===== src/rtl/distance_filter_alarm.sv =====
// Zero-rejecting moving-average filter with hysteretic proximity and no-echo flags.
// Optional median-of-3 prefilter: define DIST_MEDIAN3_EN.
module distance_filter_alarm #(
  parameter int          PERIOD_W   = 21,
  parameter int          AVG_LOG2   = 2,
  parameter logic [11:0] NEAR_TH    = 12'd30,
  parameter logic [11:0] HYST       = 12'd5,
  parameter logic [3:0]  ZERO_LIMIT = 4'd8
) (
  input  logic        clk,
  input  logic        rst_n,
  input  logic [11:0] distance,
  input  logic        clear,
  output logic [11:0] avg_distance,
  output logic        avg_valid,
  output logic        near,
  output logic        no_echo
);

  localparam int DEPTH = 1 << AVG_LOG2;
  localparam int SW    = 12 + AVG_LOG2;
  localparam logic [AVG_LOG2:0] FULL = {1'b1, {AVG_LOG2{1'b0}}};
  localparam logic [11:0] FAR_TH = NEAR_TH + HYST;

  typedef enum logic {FAR, NEAR} prox_e;

  logic [PERIOD_W-1:0] per_q;
  logic [11:0]         last_q;
  logic [3:0]          zcnt_q, zcnt_d;
  logic                strobe, acc;
  logic                s1_vld_q;
  logic [11:0]         s1_dat_q;
  logic                wr_vld;
  logic [11:0]         wr_dat;
  logic [11:0]         win_q [DEPTH];
  logic [AVG_LOG2-1:0] ptr_q;
  logic [SW-1:0]       sum_q, sum_d;
  logic [AVG_LOG2:0]   fill_q, fill_d;
  logic [11:0]         avg_q;
  logic                avg_vld_q;
  logic                no_echo_q;
  prox_e               prox_q, prox_d;

  assign strobe = (distance != last_q) || (&per_q);
  assign acc    = strobe && !clear && (distance != 12'd0);

  always_comb begin
    zcnt_d = zcnt_q;
    if (strobe) begin
      if (distance == 12'd0) begin
        if (zcnt_q != ZERO_LIMIT) zcnt_d = zcnt_q + 4'd1;
      end else begin
        zcnt_d = 4'd0;
      end
    end
  end

  always_ff @(posedge clk or negedge rst_n) begin
    if (!rst_n) begin
      per_q     <= '0;
      last_q    <= '0;
      zcnt_q    <= '0;
      no_echo_q <= 1'b0;
      s1_vld_q  <= 1'b0;
      s1_dat_q  <= '0;
    end else begin
      per_q    <= per_q + PERIOD_W'(1);
      s1_dat_q <= distance;
      if (strobe) last_q <= distance;
      if (clear) begin
        zcnt_q    <= '0;
        no_echo_q <= 1'b0;
        s1_vld_q  <= 1'b0;
      end else begin
        zcnt_q    <= zcnt_d;
        no_echo_q <= (zcnt_d == ZERO_LIMIT);
        s1_vld_q  <= acc;
      end
    end
  end

`ifdef DIST_MEDIAN3_EN
  logic [11:0] h0_q, h1_q, med, m_dat_q;
  logic [1:0]  hcnt_q;
  logic        m_vld_q;

  always_comb begin
    med = s1_dat_q;
    if (s1_dat_q > h0_q) begin
      if (h0_q > h1_q)          med = h0_q;
      else if (s1_dat_q > h1_q) med = h1_q;
      else                      med = s1_dat_q;
    end else begin
      if (s1_dat_q > h1_q)  med = s1_dat_q;
      else if (h0_q > h1_q) med = h1_q;
      else                  med = h0_q;
    end
  end

  always_ff @(posedge clk or negedge rst_n) begin
    if (!rst_n) begin
      h0_q    <= '0;
      h1_q    <= '0;
      hcnt_q  <= '0;
      m_vld_q <= 1'b0;
      m_dat_q <= '0;
    end else if (clear) begin
      h0_q    <= '0;
      h1_q    <= '0;
      hcnt_q  <= '0;
      m_vld_q <= 1'b0;
    end else begin
      m_vld_q <= s1_vld_q && (hcnt_q == 2'd2);
      m_dat_q <= med;
      if (s1_vld_q) begin
        h1_q <= h0_q;
        h0_q <= s1_dat_q;
        if (hcnt_q != 2'd2) hcnt_q <= hcnt_q + 2'd1;
      end
    end
  end

  assign wr_vld = m_vld_q;
  assign wr_dat = m_dat_q;
`else
  assign wr_vld = s1_vld_q;
  assign wr_dat = s1_dat_q;
`endif

  // Unfilled slots hold zero, so warm-up needs no special case in the sum.
  always_comb begin
    sum_d  = sum_q;
    fill_d = fill_q;
    if (wr_vld) begin
      sum_d = sum_q + SW'(wr_dat) - SW'(win_q[ptr_q]);
      if (fill_q != FULL) fill_d = fill_q + (AVG_LOG2 + 1)'(1);
    end
  end

  always_ff @(posedge clk or negedge rst_n) begin
    if (!rst_n) begin
      for (int i = 0; i < DEPTH; i++) win_q[i] <= '0;
      ptr_q     <= '0;
      sum_q     <= '0;
      fill_q    <= '0;
      avg_q     <= '0;
      avg_vld_q <= 1'b0;
    end else if (clear) begin
      for (int i = 0; i < DEPTH; i++) win_q[i] <= '0;
      ptr_q     <= '0;
      sum_q     <= '0;
      fill_q    <= '0;
      avg_vld_q <= 1'b0;
    end else begin
      avg_vld_q <= wr_vld && (fill_d == FULL);
      if (wr_vld) begin
        win_q[ptr_q] <= wr_dat;
        ptr_q        <= ptr_q + AVG_LOG2'(1);
        sum_q        <= sum_d;
        fill_q       <= fill_d;
        if (fill_d == FULL) avg_q <= sum_d[SW-1:AVG_LOG2];
      end
    end
  end

  always_comb begin
    prox_d = prox_q;
    if (avg_vld_q) begin
      unique case (prox_q)
        FAR:  if (avg_q < NEAR_TH) prox_d = NEAR;
        NEAR: if (avg_q > FAR_TH)  prox_d = FAR;
      endcase
    end
  end

  always_ff @(posedge clk or negedge rst_n) begin
    if (!rst_n)     prox_q <= FAR;
    else if (clear) prox_q <= FAR;
    else            prox_q <= prox_d;
  end

  assign avg_distance = avg_q;
  assign avg_valid    = avg_vld_q;
  assign near         = (prox_q == NEAR);
  assign no_echo      = no_echo_q;

endmodule

===== config.mk =====
export PLATFORM = sky130hd
export DESIGN_NAME = distance_filter_alarm
export DESIGN_NICKNAME = d
export VERILOG_FILES = /design/src/rtl/distance_filter_alarm.sv
export SDC_FILE = /design/constraint.sdc
export NUM_CORES = 1
export LEC_CHECK = 0
export CORE_MARGIN = 5
export CORE_UTILIZATION = 50
export CTS_BUF_LIST = sky130_fd_sc_hd__clkbuf_4
export CTS_CLUSTER_SIZE = 24
export DETAILED_ROUTE_END_ITERATION = 12
export HOLD_SLACK_MARGIN = 0.05
export PLACE_DENSITY = 0.69
export SLEW_MARGIN = 20
export SYNTH_ARGS = -nofsm -noshare
export SYNTH_HDL_FRONTEND = slang
export SYNTH_SLANG_ARGS = --single-unit

===== constraint.sdc =====
create_clock -name clk -period 9.4 [get_ports clk]
set_input_delay 1.41 -clock clk [delete_from_list [all_inputs] [get_ports clk]]
set_output_delay 1.41 -clock clk [all_outputs]
set_load 0.05 [all_outputs]

==> results of run 1 <==
[metal layers]
layer,vias to the layer above,global-route usage (%),wire length (um)
li1,2315,-,-
met1,2371,23.50,6048
met2,97,29.67,6639
met3,19,3.810,587
met4,0,5.804,199
met5,-,0,0
[cell type report]
cell class                      count  share of cell area, %
Clock buffer                       19                  1.922
Multi-Input combinational cell    449                  41.31
Timing Repair Buffer               32                  4.165
Inverter                           66                  3.338
Tap cell                          176                  2.967
Clock inverter                     13                  1.787
Sequential cell                   132                  44.51
[kinds of logic (layout without fill, tap and decap cells)]
| kind of cell | Yosys count | count (layout) |
|---|---|---|
| XOR/XNOR | 44 | 44 |
| adder cells (fa/ha/maj) | 35 | 35 |
| AND/OR/NAND/NOR | 236 | 236 |
| AO/OA/AOI/OAI | 109 | 109 |
| multiplexers | 25 | 25 |
| flip-flops | 132 | 132 |
| buffers and inverters | 103 | 130 |
[worst register-to-register path, cell delays in order (launching register included)]
cell,delay (ns)
dfrtp_1,0.95
mux4_2,0.61
fa_1,0.49
inv_1,0.04
ha_1,0.37
a21o_2,0.26
a21o_1,0.21
or4_1,0.50
o21a_1,0.21
nand4_1,0.10
mux2_2,0.33
[where the power goes]
group / total [mW] / switching, mW / leakage, nW / internal [mW]
logic: 0.720 / 0.426 / 1.45 / 0.294
clock network: 0.373 / 0.210 / 0.148 / 0.163
registers: 0.680 / 0.0501 / 1.73 / 0.630
total: 1.77 / 0.686 / 3.33 / 1.09
[synth_stat cells, drive strengths merged (3+ instances only)]
| cell type | count | share of area [%] |
|---|---|---|
| a211oi | 5 | 0.56 |
| a21o | 6 | 0.69 |
| a21oi | 63 | 4.7 |
| and2 | 5 | 0.46 |
| and4 | 5 | 0.68 |
| buf | 9 | 0.56 |
| clkbuf | 28 | 1.6 |
| dfrtp | 132 | 49 |
| fa | 12 | 3.6 |
| ha | 23 | 4.3 |
| inv | 66 | 3.7 |
| mux2 | 4 | 0.67 |
| mux2i | 9 | 1.3 |
| mux4 | 12 | 4.0 |
| nand2 | 129 | 7.2 |
| nand2b | 3 | 0.28 |
| nand3 | 20 | 1.5 |
| nand4 | 9 | 0.83 |
| nor2 | 30 | 1.7 |
| nor2b | 4 | 0.37 |
| nor3 | 10 | 0.74 |
| nor4 | 9 | 1.1 |
| o21a | 4 | 0.44 |
| o21ai | 12 | 0.89 |
| o31ai | 4 | 0.44 |
| xnor2 | 23 | 3.0 |
| xor2 | 21 | 2.7 |
[final timing paths]
| check | startpoint | to | slack, ns | cells after the start |
|---|---|---|---|---|
| worst max-delay path | ptr_q[0] | sum_q[13] | 5.23 | 10 |
| worst max register to register | ptr_q[0] | sum_q[13] | 5.23 | 10 |
| max in group asynchronous | rst_n | s1_vld_q | 7.37 | 2 |
| min in group asynchronous | rst_n | avg_distance[1] | 0.87 | 1 |
| worst min-delay path | per_q[0] | per_q[0] | 0.48 | 1 |
| worst min register to register | per_q[0] | per_q[0] | 0.48 | 1 |
[registers in the layout (all words and copies together), names as in the netlist]
signal and count:
avg_valid 1, sum_q 14, fill_q 3, last_q 12
near 1, win_q 48, per_q 21, s1_vld_q 1
s1_dat_q 12, zcnt_q 4, avg_distance 12, ptr_q 2
no_echo 1
[metrics by stage]
step / worst slack, ns / power (mW) / std cells / instance area (um^2)
floorplan: 5.396 / 1.224 / 684 / 6759
global route: 4.973 / 1.898 / 887 / 7421
CTS: 5.204 / 1.788 / 887 / 7417
finish: 5.229 / 1.773 / 887 / 7421
global placement: 5.273 / 1.389 / 855 / 7142
detailed placement: 5.218 / 1.413 / 855 / 7142
==> flow_summary.ini, run 1 <==
[run_status]
status = completed

[clock_tree]
ctsHoldBuffers = 0
clockBufferDepth = 2
h-tree-depth = 4
clock-sinks = 132
cts_tree = done
clk_transition_reported_paths_ns = 0.11
cts_buffers = 17
worst_skew_pair.late_latency_ns = 0.54
post_cts_resized = 0
cts_root_buffer = clkbuf_4
cts_setup_buffers = 0

[worst_setup_path]
cp_data_required_time_ns = 9.84
cp_top_family = flip-flops
crit_chain = mux4_2 > fa_1 > inv_1 > ha_1 > a21o_2 > a21o_1 > or4_1 > o21a_1 > nand4_1 > mux2_2
crit_fanout = 16
crit_path_start_kind = flop
path_buf_inv = 1
end_kind = flop
critPathArrivalTime_ns = 4.61
critical_path_class = reg2reg
slowest_stage = dfrtp_1
slowest_delay_ns = 0.95

[logic_synthesis]
yosysUniqueCellTypes = 53
synth.area.mux_share_pct = 5.998
synth_xor_xnor_area_share_pct = 5.702
yosysWarnings = 0
syn-num-nets = 734
ys_ff_latch = 132
synth_edf_count = 0
synth_ff_type = dfrtp_1
synth_top_family_by_area = simple AND/OR/NAND/NOR gates
synth-compound-area-share_pct = 9.700
syn-cell-area_um2 = 6759
async_flop_share_pct = 100.0
yosysSeqAreaShare_pct = 48.87
syn_area_per_cell_um2 = 9.882
synth_cells = 684
synthAdderAreaFrac_pct = 7.812
synth-simple-area-share_pct = 16.14

[route]
via_count = 4802
drc_errors = 0
first_iter_violations = 369
drtAntennaViolNets = 0
wl_per_cell_um = 15.19
totalWireLength_mm = 13.47
vias_per_cell = 5.414
first_pass_iters = 4

[final_layout]
fillers = 1193
area_growth_syn_to_layout_pct = 9.793
seq_area_um2 = 3303
nNetsFinal = 748
multi_input_area_um2 = 3065
layout-drive-gt1-share_pct = 8.579
antenna_cells = 0
final_common_cell = dfrtp_1
layout_common_cells = dfrtp_1, nand2_1, inv_1
final_core_util_pct = 56.04

[placed_design]
portBuffers = 29
dp_hpwl_mm = 9.477
gp_congestion = 0.8536

[sta]
slew_headroom_pct = 39.78
min_period_ns = 4.171
hold_violations = 0
setup_viol = 0
hold_ws_ns = 0.4752
max_freq_ghz = 0.2398
clock_skew_ns = 0.01592
fin_tns_setup_ns = 0
finalCritPeriodShare_pct = 44.37
rsz0062_at_grt = false
worst_pin_slew_ns = 0.9032
drv_slew = 0

[global_route]
grt_max_degree = 88
grt_pass1_vias = 4906
antenna_found_initial = 0
grt.total_usage_pct = 17.86
grt_pass1_wl_mm = 23.25
overflow = 0

[power_and_ir_drop]
p_leak_nw = 3.330
p_per_area_nw_per_um2 = 238.9
ir_drop_mv = 0.09878

[floorplan]
initial_core_util_pct = 51.04
die_area_um2 = 15940
die_w_um = 126.3
core_um2 = 13240
io_pins = 30
die_y_um = 126.3
num_rows = 42

[hold_path]
hold_class = reg2reg

[job]
maxCapViolCount = 0
(Power assumes the default switching activity.)
==> inputs of run 2 (changes only) <==
PLACE_DENSITY = 0.71   (was 0.69)
clock period = 3.83 ns   (was 9.4 ns; I/O delays follow)
==> run 2 against run 1 <==
Against the previous run: sequential share of layout area barely moved; power rose by 140%; clock power rose by 100%; critical path depth rose by 1; largest power group unchanged; clock skew rose by 0.011 ns; core utilization barely moved; setup slack got worse by 5.0 ns; non-clock buffer count rose by 8; cell count rose by 0.68%; global-route usage barely moved; wire length fell by 1.0%; register-to-register slack got worse by 5.0 ns.
==> flow_summary.ini, run 2 (synthesis gave the netlist of run 1 again) <==
[clock_tree]
cts_root_buffer = clkbuf_4
clockBufferDepth = 2
cts_setup_buffers = 0
clock-sinks = 132
ctsHoldBuffers = 0
cts_buffers = 17
cts_tree = done
worst_skew_pair.late_latency_ns = 0.54
clk_transition_reported_paths_ns = 0.11
h-tree-depth = 4

[floorplan]
die_y_um = 126.3
io_pins = 30
die_area_um2 = 15940
initial_core_util_pct = 51.04
die_w_um = 126.3
core_um2 = 13240
num_rows = 42

[sta]
min_period_ns = 3.626
layout_setup_ws_ns = 0.2036
max_freq_ghz = 0.2758
rsz0062_at_grt = false
worst_pin_slew_ns = 0.8358
slew_headroom_pct = 44.28
finalCritPeriodShare_pct = 94.68
hold_ws_ns = 0.1325
drv_slew = 0
setup_viol = 0
hold_violations = 0
clock_skew_ns = 0.02660
fin_tns_setup_ns = 0

[final_layout]
fillers = 1169
top_register = win_q
final_core_util_pct = 56.08
finalInstanceArea_um2 = 7426
largest_reg_flops = 48
final_common_cell = dfrtp_1
layout-drive-gt1-share_pct = 9.623
area_growth_syn_to_layout_pct = 9.867
final_cells = 893
layout_common_cells = dfrtp_1, nand2_1, inv_1
antenna_cells = 0
top_regs = win_q x48, per_q x21, sum_q x14
nNetsFinal = 756

[worst_setup_path]
path_buf_inv = 2
cp_data_required_time_ns = 4.29
crit_path_start_kind = flop
crit_fanout = 5
critical_path_class = reg2reg
cp_top_family = compound AO/OA/AOI/OAI gates
slowest_stage = fa_1
end_kind = flop
crit_chain = buf_4 > mux4_2 > fa_1 > inv_1 > ha_1 > a21oi_1 > o2111ai_2 > a21o_1 > o41a_2 > nor4b_2 > a311o_1
r2r_cells = 11
critPathArrivalTime_ns = 4.09
startpoint = ptr_q[0]
reg2reg_from = ptr_q[0]
slowest_delay_ns = 0.56
cp.depth = 11

[placed_design]
portBuffers = 29
dp.cells = 863
dp_hpwl_mm = 9.584
dp_slack_ns = 0.1523
placed_area_um2 = 7202
gp_congestion = 0.9028

[global_route]
antenna_found_initial = 0
overflow = 0
grt_pass1_wl_mm = 23.14
grt_max_degree = 77
grt.total_usage_pct = 17.83
grt_pass1_vias = 4796

[run_status]
status = completed

[route]
drc_errors = 0
first_pass_iters = 5
drtAntennaViolNets = 0
via_count = 4792
vias_per_cell = 5.366
first_iter_violations = 350
wl_per_cell_um = 14.93
totalWireLength_mm = 13.33

[hold_path]
hold_class = in2async

[power_and_ir_drop]
p_leak_nw = 3.335
ir_drop_mv = 0.2452
p_per_area_nw_per_um2 = 569.8
fin_total_pwr_mw = 4.231

[job]
maxCapViolCount = 0
## run 2: changes by cell type in the layout (fill, tap and decap cells not counted), sizes merged
cell      delta
buf          +8
bufinv       -2
clkinvlp     +2
inv          -2
## run 2: final timing paths
| path | end | slack [ns] |
|---|---|---|
| worst max-delay path | sum_q[11] | 0.20 |
| worst min-delay path | sum_q[2] | 0.13 |
| worst max register to register | sum_q[11] | 0.20 |
| worst min register to register | per_q[18] | 0.48 |
| max in group asynchronous | per_q[15] | 2.65 |
| min in group clk | sum_q[6] | 0.47 |
## run 2: final cells by class
| type | instances | area [um^2] | area share [%] |
|---|---|---|---|
| inverter | 66 | 247.7 | 3.336 |
| timing repair buffer | 40 | 369.1 | 4.971 |
| sequential | 132 | 3303 | 44.48 |
| clock buffer | 19 | 142.6 | 1.921 |
| tap | 176 | 220.2 | 2.965 |
| clock inverter | 11 | 66.31 | 0.8930 |
| multi-input combinational | 449 | 3077 | 41.43 |
## run 2: per-layer routing
metal / routed length, um / vias up / GRT usage [%]
met3: 513 / 20 / 4.149
li1: - / 2332 / -
met2: 6364 / 105 / 27.98
met1: 6237 / 2335 / 24.48
met5: 0 / - / 0
met4: 217 / 0 / 6.372
## run 2: power breakdown
group          switching [mW]  internal (mW)  total (mW)
combinational            1.07          0.753        1.82
sequential              0.112           1.55        1.66
clock                   0.496          0.254       0.749
## run 2: what timing repair did
item | 4_1_cts | 5_1_grt
setup endpoints to repair | 0 | 3
resized for setup | 0 | 3
endpoints found under the hold margin | 0 | 0
==> inputs of run 3 (changes only) <==
CORE_MARGIN = not set   (was 5)
SKIP_LAST_GASP = 1   (was not set)
==> run 3 against run 2 <==
Against the previous run: maximum frequency hardly changed; first-iteration DRC count is 16% lower; global-route usage is 3.7 points higher; power is 5.0% higher; cell area is 1.1% higher; clock skew is 0.0085 ns lower; clock power is 29% higher; sequential power hardly changed; critical path depth stayed put.
==> flow_summary.ini, run 3 (synthesis gave the netlist of run 1 again) <==
[sta]
finalCritPeriodShare_pct = 94.69
clock_skew_ns = 0.01806
fin_tns_setup_ns = 0
slew_headroom_pct = 46.76
max_freq_ghz = 0.2757
rsz0062_at_grt = false
drv_slew = 0
hold_violations = 0
setup_viol = 0
min_period_ns = 3.627
worst_pin_slew_ns = 0.7987

[hold_path]
holdPathStages = 3
hold_class = in2reg
hold_start = clear

[route]
via_count = 4843
first_pass_iters = 5
drtAntennaViolNets = 0
drc_errors = 0
first_iter_violations = 295
vias_per_cell = 5.423
wl_per_cell_um = 14.91
totalWireLength_mm = 13.32

[floorplan]
num_rows = 42
die_y_um = 118.3
io_pins = 30
die_w_um = 118.3
core_um2 = 13190
die_area_um2 = 13990
initial_core_util_pct = 51.24

[power_and_ir_drop]
p_leak_nw = 3.375
p_per_area_nw_per_um2 = 591.7
ir_drop_mv = 0.2765
fin_total_pwr_mw = 4.443

[global_route]
overflow = 0
grt_pass1_wl_mm = 23.72
grt_max_degree = 101
grt_pass1_vias = 4953
grt.total_usage_pct = 21.50
antenna_found_initial = 0

[final_layout]
area_growth_syn_to_layout_pct = 11.09
top_register = win_q
layout-drive-gt1-share_pct = 9.344
multi_input_area_um2 = 3074
largest_reg_flops = 48
layout_common_cells = dfrtp_1, nand2_1, inv_1
finalInstanceArea_um2 = 7508
seq_area_um2 = 3303
fillers = 1145
final_common_cell = dfrtp_1
antenna_cells = 0
top_regs = win_q x48, per_q x21, sum_q x14
nNetsFinal = 755

[worst_setup_path]
reg2reg_from = ptr_q[0]
crit_path_start_kind = flop
startpoint = ptr_q[0]
r2r_end = sum_q[13]
r2r_cells = 11
reg2reg_slack_ns = 0.20
end_kind = flop
critical_path_class = reg2reg
critPathArrivalTime_ns = 4.08
cp_data_required_time_ns = 4.28
crit_end = sum_q[13]
crit_fanout = 9

[clock_tree]
cts_buffers = 17
cts_setup_buffers = 0
clockBufferDepth = 2
clock-sinks = 132
clk_transition_reported_paths_ns = 0.11
h-tree-depth = 4
cts_root_buffer = clkbuf_4
cts_tree = done
worst_skew_pair.late_latency_ns = 0.57

[placed_design]
portBuffers = 29
dp_hpwl_mm = 9.496
placed_area_um2 = 7199
gp_congestion = 0.8270

[run_status]
status = completed

[job]
maxCapViolCount = 0
run 3: cell types whose count changed in the layout (fill, tap and decap cells not counted), moves of 2 or more:
cell | before | now
buf_4 | 11 | 9
clkinvlp_4 | 4 | 1
bufinv_16 | 0 | 3
clkbuf_4 | 19 | 17
clkinv_2 | 4 | 2
clkinv_4 | 1 | 4
run 3: worst max-delay path, cell delays in order (launching register included):
cell       delay, ns
dfrtp_1         0.36
buf_4           0.20
mux4_2          0.53
fa_1            0.49
inv_1           0.04
ha_1            0.36
nand3_1         0.12
o2111ai_2       0.27
a211oi_2        0.14
or4b_1          0.53
nand4_1         0.14
mux2_2          0.33
run 3: how the worst min path moves through the flow:
| stage | endpoint | slack [ns] |
|---|---|---|
| floorplan | avg_distance[0] | 0.28 |
| global placement | per_q[0] | 0.45 |
| detailed placement | per_q[15] | 0.46 |
| CTS | sum_q[7] | 0.42 |
| global route | s1_vld_q | 0.44 |
| finish | s1_vld_q | 0.44 |
run 3: repair_timing:
action | 4_1_cts | 5_1_grt
hold endpoints to repair | 32 | 0
resized for setup | 0 | 2
hold buffers | 1 | 0
endpoints found under the setup margin | 0 | 3
run 3: layer usage:
layer  vias up  track usage, %  routed length [um]
met3        19           4.923                 532
met4         0           6.891                 182
met1      2389           27.91                6128
met2       105           35.70                6474
met5         -               0                   0
li1       2330               -                   -
run 3: per-stage QoR:
| stage | setup slack (ns) | hold slack (ns) | util, % | cells |
|---|---|---|---|---|
| detailed placement | 0.1274 | 0.4589 | 54.58 | 861 |
| global placement | 0.2287 | 0.4524 | 54.58 | 861 |
| CTS | 0.1186 | 0.4203 | 56.86 | 893 |
| global route | 0.03156 | 0.4399 | 56.92 | 893 |
| finish | 0.2034 | 0.4351 | 56.92 | 893 |
| floorplan | 0.03290 | 0.2789 | - | 684 |
run 3: area by class of cell:
cell class	instances	area share (%)
clock buffer	17	1.700
timing repair buffer	39	4.966
multi-input combinational	449	40.94
sequential	132	43.99
clock inverter	14	2.166
inverter	66	3.299
tap	176	2.933
run 3: power breakdown:
group	leakage (nW)	switching (mW)	internal, mW
sequential	1.73	0.117	1.55
combinational	1.49	1.06	0.750
clock	0.154	0.520	0.445
total	3.37	1.70	2.74
